**src/rtl/rggen_apb_register_file.sv**
```systemverilog
// rggen_apb_register_file
//   APB slave holding NUM_REGISTERS registers of DATA_WIDTH bits.
//   Each bit is RW, RO or W1C as selected by RW_MASK / W1C_MASK
//   (W1C_MASK takes precedence). o_irq is the registered OR of all W1C bits.
//   Optional macro RGGEN_APB_REGISTER_FILE_PSLVERR_EN enables apb_pslverr
//   for unmapped addresses and zero-strobe writes.
//   Handshake: a transfer starts when apb_psel & apb_penable are seen in
//   IDLE; apb_pready is high for exactly one cycle (RESP) and the master
//   must hold address, control and write data until that cycle ends.
module rggen_apb_register_file #(
   parameter int ADDRESS_WIDTH = 8,
   parameter int DATA_WIDTH    = 32,
   parameter int NUM_REGISTERS = 4,
   parameter int WAIT_CYCLES   = 0,
   parameter logic [NUM_REGISTERS*DATA_WIDTH-1:0] RW_MASK       = '1,
   parameter logic [NUM_REGISTERS*DATA_WIDTH-1:0] W1C_MASK      = '0,
   parameter logic [NUM_REGISTERS*DATA_WIDTH-1:0] INITIAL_VALUE = '0
) (
   input  logic                                clk,
   input  logic                                rst,
   input  logic                                apb_psel,
   input  logic                                apb_penable,
   input  logic                                apb_pwrite,
   input  logic [ADDRESS_WIDTH-1:0]            apb_paddr,
   input  logic [DATA_WIDTH-1:0]               apb_pwdata,
   input  logic [DATA_WIDTH/8-1:0]             apb_pstrb,
   output logic                                apb_pready,
   output logic [DATA_WIDTH-1:0]               apb_prdata,
   output logic                                apb_pslverr,
   output logic [NUM_REGISTERS*DATA_WIDTH-1:0] o_value,
   input  logic [NUM_REGISTERS*DATA_WIDTH-1:0] i_value,
   input  logic [NUM_REGISTERS*DATA_WIDTH-1:0] i_set,
   output logic                                o_irq
);

   localparam int BYTES    = DATA_WIDTH / 8;
   localparam int ADDR_LSB = (BYTES > 1) ? $clog2(BYTES) : 0;
   localparam int TOTAL_W  = NUM_REGISTERS * DATA_WIDTH;
   localparam int CNT_W    = (WAIT_CYCLES < 1) ? 1 : $clog2(WAIT_CYCLES + 1);

   // Effective bit-type masks; W1C wins over RW, everything else is RO.
   localparam logic [TOTAL_W-1:0] RW_ONLY = RW_MASK & ~W1C_MASK;
   localparam logic [TOTAL_W-1:0] RO_MASK = ~(RW_MASK | W1C_MASK);

   typedef enum logic [1:0] {
      ST_IDLE = 2'd0,
      ST_WAIT = 2'd1,
      ST_RESP = 2'd2
   } state_t;

   state_t state;
   state_t state_next;

   logic [CNT_W-1:0]         cnt;
   logic                     abort_q;
   logic                     pready_q;
   logic [DATA_WIDTH-1:0]    prdata_q;
   logic                     pslverr_q;
   logic                     irq_q;
   logic [TOTAL_W-1:0]       value_q;
   logic [TOTAL_W-1:0]       value_d;

   // FSM-decoded strobes
   logic                     start_xfer;
   logic                     load_resp;
   logic                     in_resp;

   // Address decode and transfer qualification
   logic [ADDRESS_WIDTH-1:0] index;
   logic                     mapped;
   logic                     xfer_err;
   logic                     commit;
   logic [DATA_WIDTH-1:0]    rd_data;
   logic [TOTAL_W-1:0]       wr_bits;
   logic [TOTAL_W-1:0]       wdata_rep;
   logic [TOTAL_W-1:0]       rw_next;
   logic [TOTAL_W-1:0]       w1c_next;

   assign index  = apb_paddr >> ADDR_LSB;
   assign mapped = (index < ADDRESS_WIDTH'(NUM_REGISTERS));

`ifdef RGGEN_APB_REGISTER_FILE_PSLVERR_EN
   assign xfer_err = !mapped || (apb_pwrite && (apb_pstrb == '0));
`else
   assign xfer_err = !mapped;
`endif

   // State register
   always_ff @(posedge clk or posedge rst) begin
      if (rst) begin
         state <= ST_IDLE;
      end else begin
         state <= state_next;
      end
   end

   // Next-state logic
   always_comb begin
      state_next = state;
      case (state)
         ST_IDLE: if (apb_psel && apb_penable) state_next = ST_WAIT;
         ST_WAIT: if (cnt == '0) state_next = ST_RESP;
         ST_RESP: state_next = ST_IDLE;
         default: state_next = ST_IDLE;
      endcase
   end

   // FSM output decode
   always_comb begin
      start_xfer = 1'b0;
      load_resp  = 1'b0;
      in_resp    = 1'b0;
      case (state)
         ST_IDLE: start_xfer = apb_psel && apb_penable;
         ST_WAIT: load_resp  = (cnt == '0);
         ST_RESP: in_resp    = 1'b1;
         default: ;
      endcase
   end

   // Wait-state counter: loaded on start, counts down while in WAIT
   always_ff @(posedge clk or posedge rst) begin
      if (rst) begin
         cnt <= '0;
      end else if (start_xfer) begin
         cnt <= CNT_W'(WAIT_CYCLES);
      end else if ((state == ST_WAIT) && (cnt != '0)) begin
         cnt <= cnt - 1'b1;
      end
   end

   // Remember a master that dropped psel mid-transfer so the write is suppressed
   always_ff @(posedge clk or posedge rst) begin
      if (rst) begin
         abort_q <= 1'b0;
      end else if (start_xfer) begin
         abort_q <= 1'b0;
      end else if ((state == ST_WAIT) && !apb_psel) begin
         abort_q <= 1'b1;
      end
   end

   // Read mux: stored RW/W1C bits merged with live RO sources
   always_comb begin
      rd_data = '0;
      for (int i = 0; i < NUM_REGISTERS; i++) begin
         if (index == ADDRESS_WIDTH'(i)) begin
            rd_data = value_q[i*DATA_WIDTH +: DATA_WIDTH]
                    | (i_value[i*DATA_WIDTH +: DATA_WIDTH] & RO_MASK[i*DATA_WIDTH +: DATA_WIDTH]);
         end
      end
   end

   // Response registers: loaded on entry to RESP, cleared when leaving it.
   // prdata is only loaded for reads; unmapped reads return 0.
   always_ff @(posedge clk or posedge rst) begin
      if (rst) begin
         pready_q  <= 1'b0;
         prdata_q  <= '0;
         pslverr_q <= 1'b0;
      end else if (load_resp) begin
         pready_q  <= 1'b1;
         prdata_q  <= (!apb_pwrite && mapped) ? rd_data : '0;
`ifdef RGGEN_APB_REGISTER_FILE_PSLVERR_EN
         pslverr_q <= xfer_err;
`else
         pslverr_q <= 1'b0;
`endif
      end else begin
         pready_q  <= 1'b0;
         prdata_q  <= '0;
         pslverr_q <= 1'b0;
      end
   end

   assign commit = in_resp && apb_psel && apb_pwrite && !abort_q && !xfer_err;

   // Next register value: strobed writes, W1C clears, set pulses (set wins)
   always_comb begin
      wr_bits   = '0;
      wdata_rep = '0;
      for (int i = 0; i < NUM_REGISTERS; i++) begin
         wdata_rep[i*DATA_WIDTH +: DATA_WIDTH] = apb_pwdata;
         for (int b = 0; b < BYTES; b++) begin
            if (commit && (index == ADDRESS_WIDTH'(i)) && apb_pstrb[b]) begin
               wr_bits[i*DATA_WIDTH + b*8 +: 8] = 8'hff;
            end
         end
      end
      rw_next  = (value_q & ~wr_bits) | (wdata_rep & wr_bits);
      w1c_next = (value_q & ~(wr_bits & wdata_rep)) | i_set;
      value_d  = (rw_next & RW_ONLY) | (w1c_next & W1C_MASK);
   end

   // Register storage; RO positions are never stored and stay 0
   always_ff @(posedge clk or posedge rst) begin
      if (rst) begin
         value_q <= INITIAL_VALUE & RW_ONLY;
      end else begin
         value_q <= value_d;
      end
   end

   // Interrupt follows the stored W1C state one cycle later
   always_ff @(posedge clk or posedge rst) begin
      if (rst) begin
         irq_q <= 1'b0;
      end else begin
         irq_q <= |(value_q & W1C_MASK);
      end
   end

   assign apb_pready  = pready_q;
   assign apb_prdata  = prdata_q;
   assign apb_pslverr = pslverr_q;
   assign o_value     = value_q;
   assign o_irq       = irq_q;

endmodule

```
**config.mk**
```make
export PLATFORM = sky130hd
export DESIGN_NAME = rggen_apb_register_file
export DESIGN_NICKNAME = d
export VERILOG_FILES = /design/src/rtl/rggen_apb_register_file.sv
export SDC_FILE = /design/constraint.sdc
export NUM_CORES = 1
export LEC_CHECK = 0
export ABC_AREA = 1
export BUFFER_PORTS_ARGS = -buffer_cell sky130_fd_sc_hd__buf_2
export CORE_AREA = 4 4 180 182
export DETAILED_ROUTE_END_ITERATION = 16
export DIE_AREA = 0 0 184 186
export PLACE_DENSITY = 0.53
export SLEW_MARGIN = 5
export SYNTH_ARGS = -nofsm -noshare
export SYNTH_HDL_FRONTEND = slang
export SYNTH_SLANG_ARGS = --single-unit
```
**constraint.sdc**
```tcl
create_clock -name clk -period 14.9 [get_ports clk]
set_input_delay 2.235 -clock clk [delete_from_list [all_inputs] [get_ports clk]]
set_output_delay 2.235 -clock clk [all_outputs]
set_load 0.01 [all_outputs]
```
==> run_results.csv <==
group,metric,value,unit
yosys,synthTopCellsByCount,"nand2_1, dfrtp_1, nand4_1, inv_1, nor2_1",
yosys,syn_inst,1003,
floorplanning,die_w,184,µm
yosys,synth-edff-count,0,
global_route,grt-ovfl-total,0,
place,place_congestion,0.777,
power,p_per_area,97.5,mW/mm²
worst_setup_path,cp_max_fo,72,
worst_setup_path,arrival,4970,ps
sta,skew,15.5,ps
sta,setup_viol,0,
cells_and_area,fillerInstances,3276,
global_route,grt_pass1_vias,7377,
clock_tree,path_clk_slew,60,ps
sta,fmax,0.215,GHz
clock_tree,cts_root_buffer,"clkbuf_16",
cells_and_area,multi_input_area,0.00306,mm²
detailed_routing,drtAntennaViolNets,0,
sta,drv_slew,0,
worst_setup_path,reg2reg_slack,12250,ps
worst_setup_path,setup.worst_path.start_class,"input port",
place,portBuffers,207,
yosys,yosysTopAreaCell,"dfrtp_1",
yosys,synth.area.top_cells,"dfrtp_1, nand4_1, nand2_1",
place,dp_cells,1547,
global_route,met2_usage,0.255,
global_route,grt_use_total,0.179,
floorplanning,ioPinCount,468,
clock_tree,numCtsBuffers,17,
cells_and_area,seqCellArea,0.00413,mm²
detailed_routing,vias,7513,
global_route,antenna_found_initial,1,
detailed_routing,first_pass_iters,5,
yosys,ys_seq_area_frac,0.513,
place,hpwl,20.5,mm
power,leakagePower,0.00505,µW
floorplanning,rows,64,
floorplanning,dieArea,0.0342,mm²
worst_setup_path,cp-startpoint,"apb_paddr[7]",
floorplanning,die_y,186,µm
detailed_routing,drc_errors,0,
yosys,netlist.area_leader.share,0.513,
yosys,yosys_register_bits,165,
sta,hold_viol_final,0,
worst_setup_path,worstPathRequired,15210,ps
clock_tree,htreeDepth,4,
power,irDropWorstVdd,67.2,µV
detailed_routing,first_iter_violations,472,
clock_tree,post_cts_resize_count,0,
sta,finalCritPeriodShare,0.313,
clock_tree,post_cts_buffers,0,
yosys,synth.distinct_cells,23,
global_route,grt_util_met1,0.250,
global_route,grt_pass1_wl,46.1,mm
sta,setup_ws,10240,ps
global_route,busiest_layer,"met2",
global_route,met3_usage,0.0725,
cells_and_area,drive_gt1_frac,0.232,
sta,rsz0062_at_grt,"no",
place,post-place-ws,9780,ps
clock_tree,clk_latency,440,ps
cells_and_area,nNetsFinal,1475,
floorplanning,core,0.0306,mm²
worst_setup_path,worstRegToRegCells,8,
clock_tree,clock-sinks,165,
detailed_routing,wl,30.8,mm
run,maxCapViolCount,0,
detailed_routing,vias_per_cell,4.76,
sta,finalSetupTns,0,ps
min_path,hp-class,"reg2reg",
clock_tree,cts_tree,"yes",
sta,tightest_slew,1110,ps
run_status,status,"completed",
clock_tree,cts_buffer_depth,2,
yosys,avgSynthCellArea,8.02,µm²
yosys,yosysMostFrequentCell,"nand2_1",
worst_setup_path,r2r_start,"state[0]$_DFFE_PP0P_",
floorplanning,start_util,0.263,
sta,relSlewSlack,0.261,
power,power.total,968,µW
sta,period_minus_slack,4660,ps
yosys,yosysWarnings,0,
yosys,async_flop_share,1.00,
worst_setup_path,crit_type,"in2reg",
yosys,synthFlopType,"dfrtp_1",
global_route,grt_start_max_net_pins,95,
worst_setup_path,critPathCaptureType,"flip-flop",
cells_and_area,area_delta_synth_final,23.3,%
detailed_routing,drt-wirelength-per-cell,19.5,µm
clock_tree,holdBufCountCts,0,
yosys,synth_area,0.00805,mm²
cells_and_area,finalNonFillerCells,1579,
==> cell type report <==
cell class	instances	area share
tap	396	0.0499
sequential	165	0.416
clock buffer	18	0.0443
antenna	1	0.000252
multi-input combinational	626	0.308
clock inverter	13	0.0149
inverter	144	0.0550
timing repair buffer	216	0.111
==> logic make-up after synthesis <==
logic type | after synthesis | share of synthesized area
and+or+nand+nor | 558 | 0.335
buffers and inverters | 213 | 0.110
DFF | 165 | 0.513
AOI/OAI and AO/OA | 66 | 0.0415
other | 1 | 0.000466
==> critical path: stages <==
cell     delay [ps]
buf_2           120
nor2_4           90
buf_4           500
nand2_4         190
nor2_8          840
nand3_1         650
nand2_1         200
nand2_1          70
==> placed cells by master, fill, tap and decap left out, types with 2 or more instances in the layout <==
| master | synthesis | layout |
|---|---|---|
| nand2_1 | 235 | 235 |
| nor2_1 | 101 | 100 |
| inv_6 | 0 | 6 |
| conb_1 | 1 | 2 |
| nand3_2 | 12 | 12 |
| clkbuf_16 | 0 | 17 |
| o21ai_1 | 58 | 58 |
| inv_2 | 2 | 2 |
| nor2_4 | 6 | 10 |
| nand4_1 | 160 | 160 |
| clkinvlp_4 | 0 | 4 |
| inv_1 | 142 | 141 |
| o21ai_0 | 6 | 6 |
| nand3_1 | 37 | 37 |
| buf_2 | 30 | 207 |
| dfrtp_1 | 165 | 165 |
| bufinv_16 | 0 | 2 |
| buf_4 | 12 | 9 |
==> metrics by stage <==
stage               hold WS [ps]  utilization  instance area (µm²)
finish                       499        0.324                 9920
global route                 522        0.324                 9920
global placement             476        0.305                 9340
CTS                          503        0.324                 9920
floorplan                    471            -                 8050
detailed placement           483        0.305                 9340
==> worst min-delay path by stage <==
stage,to,slack [ps],cells past startpoint
CTS,flip-flop,500,2
detailed placement,flip-flop,480,2
global placement,flip-flop,480,2
floorplan,cnt$_DFFE_PP0P_,470,2
finish,flip-flop,500,2
global route,flip-flop,520,2
==> per-layer routing <==
layer / vias up / routed length (µm)
met3: 26 / 3080
met5: - / 0
met1: 3596 / 14100
met2: 261 / 13200
li1: 3630 / -
met4: 0 / 377
==> report_power, final <==
group	internal (µW)	switching (µW)
combinational	11.2	46.4
sequential	450	1.54
clock	253	206
Power figures use the tool's default switching activity.
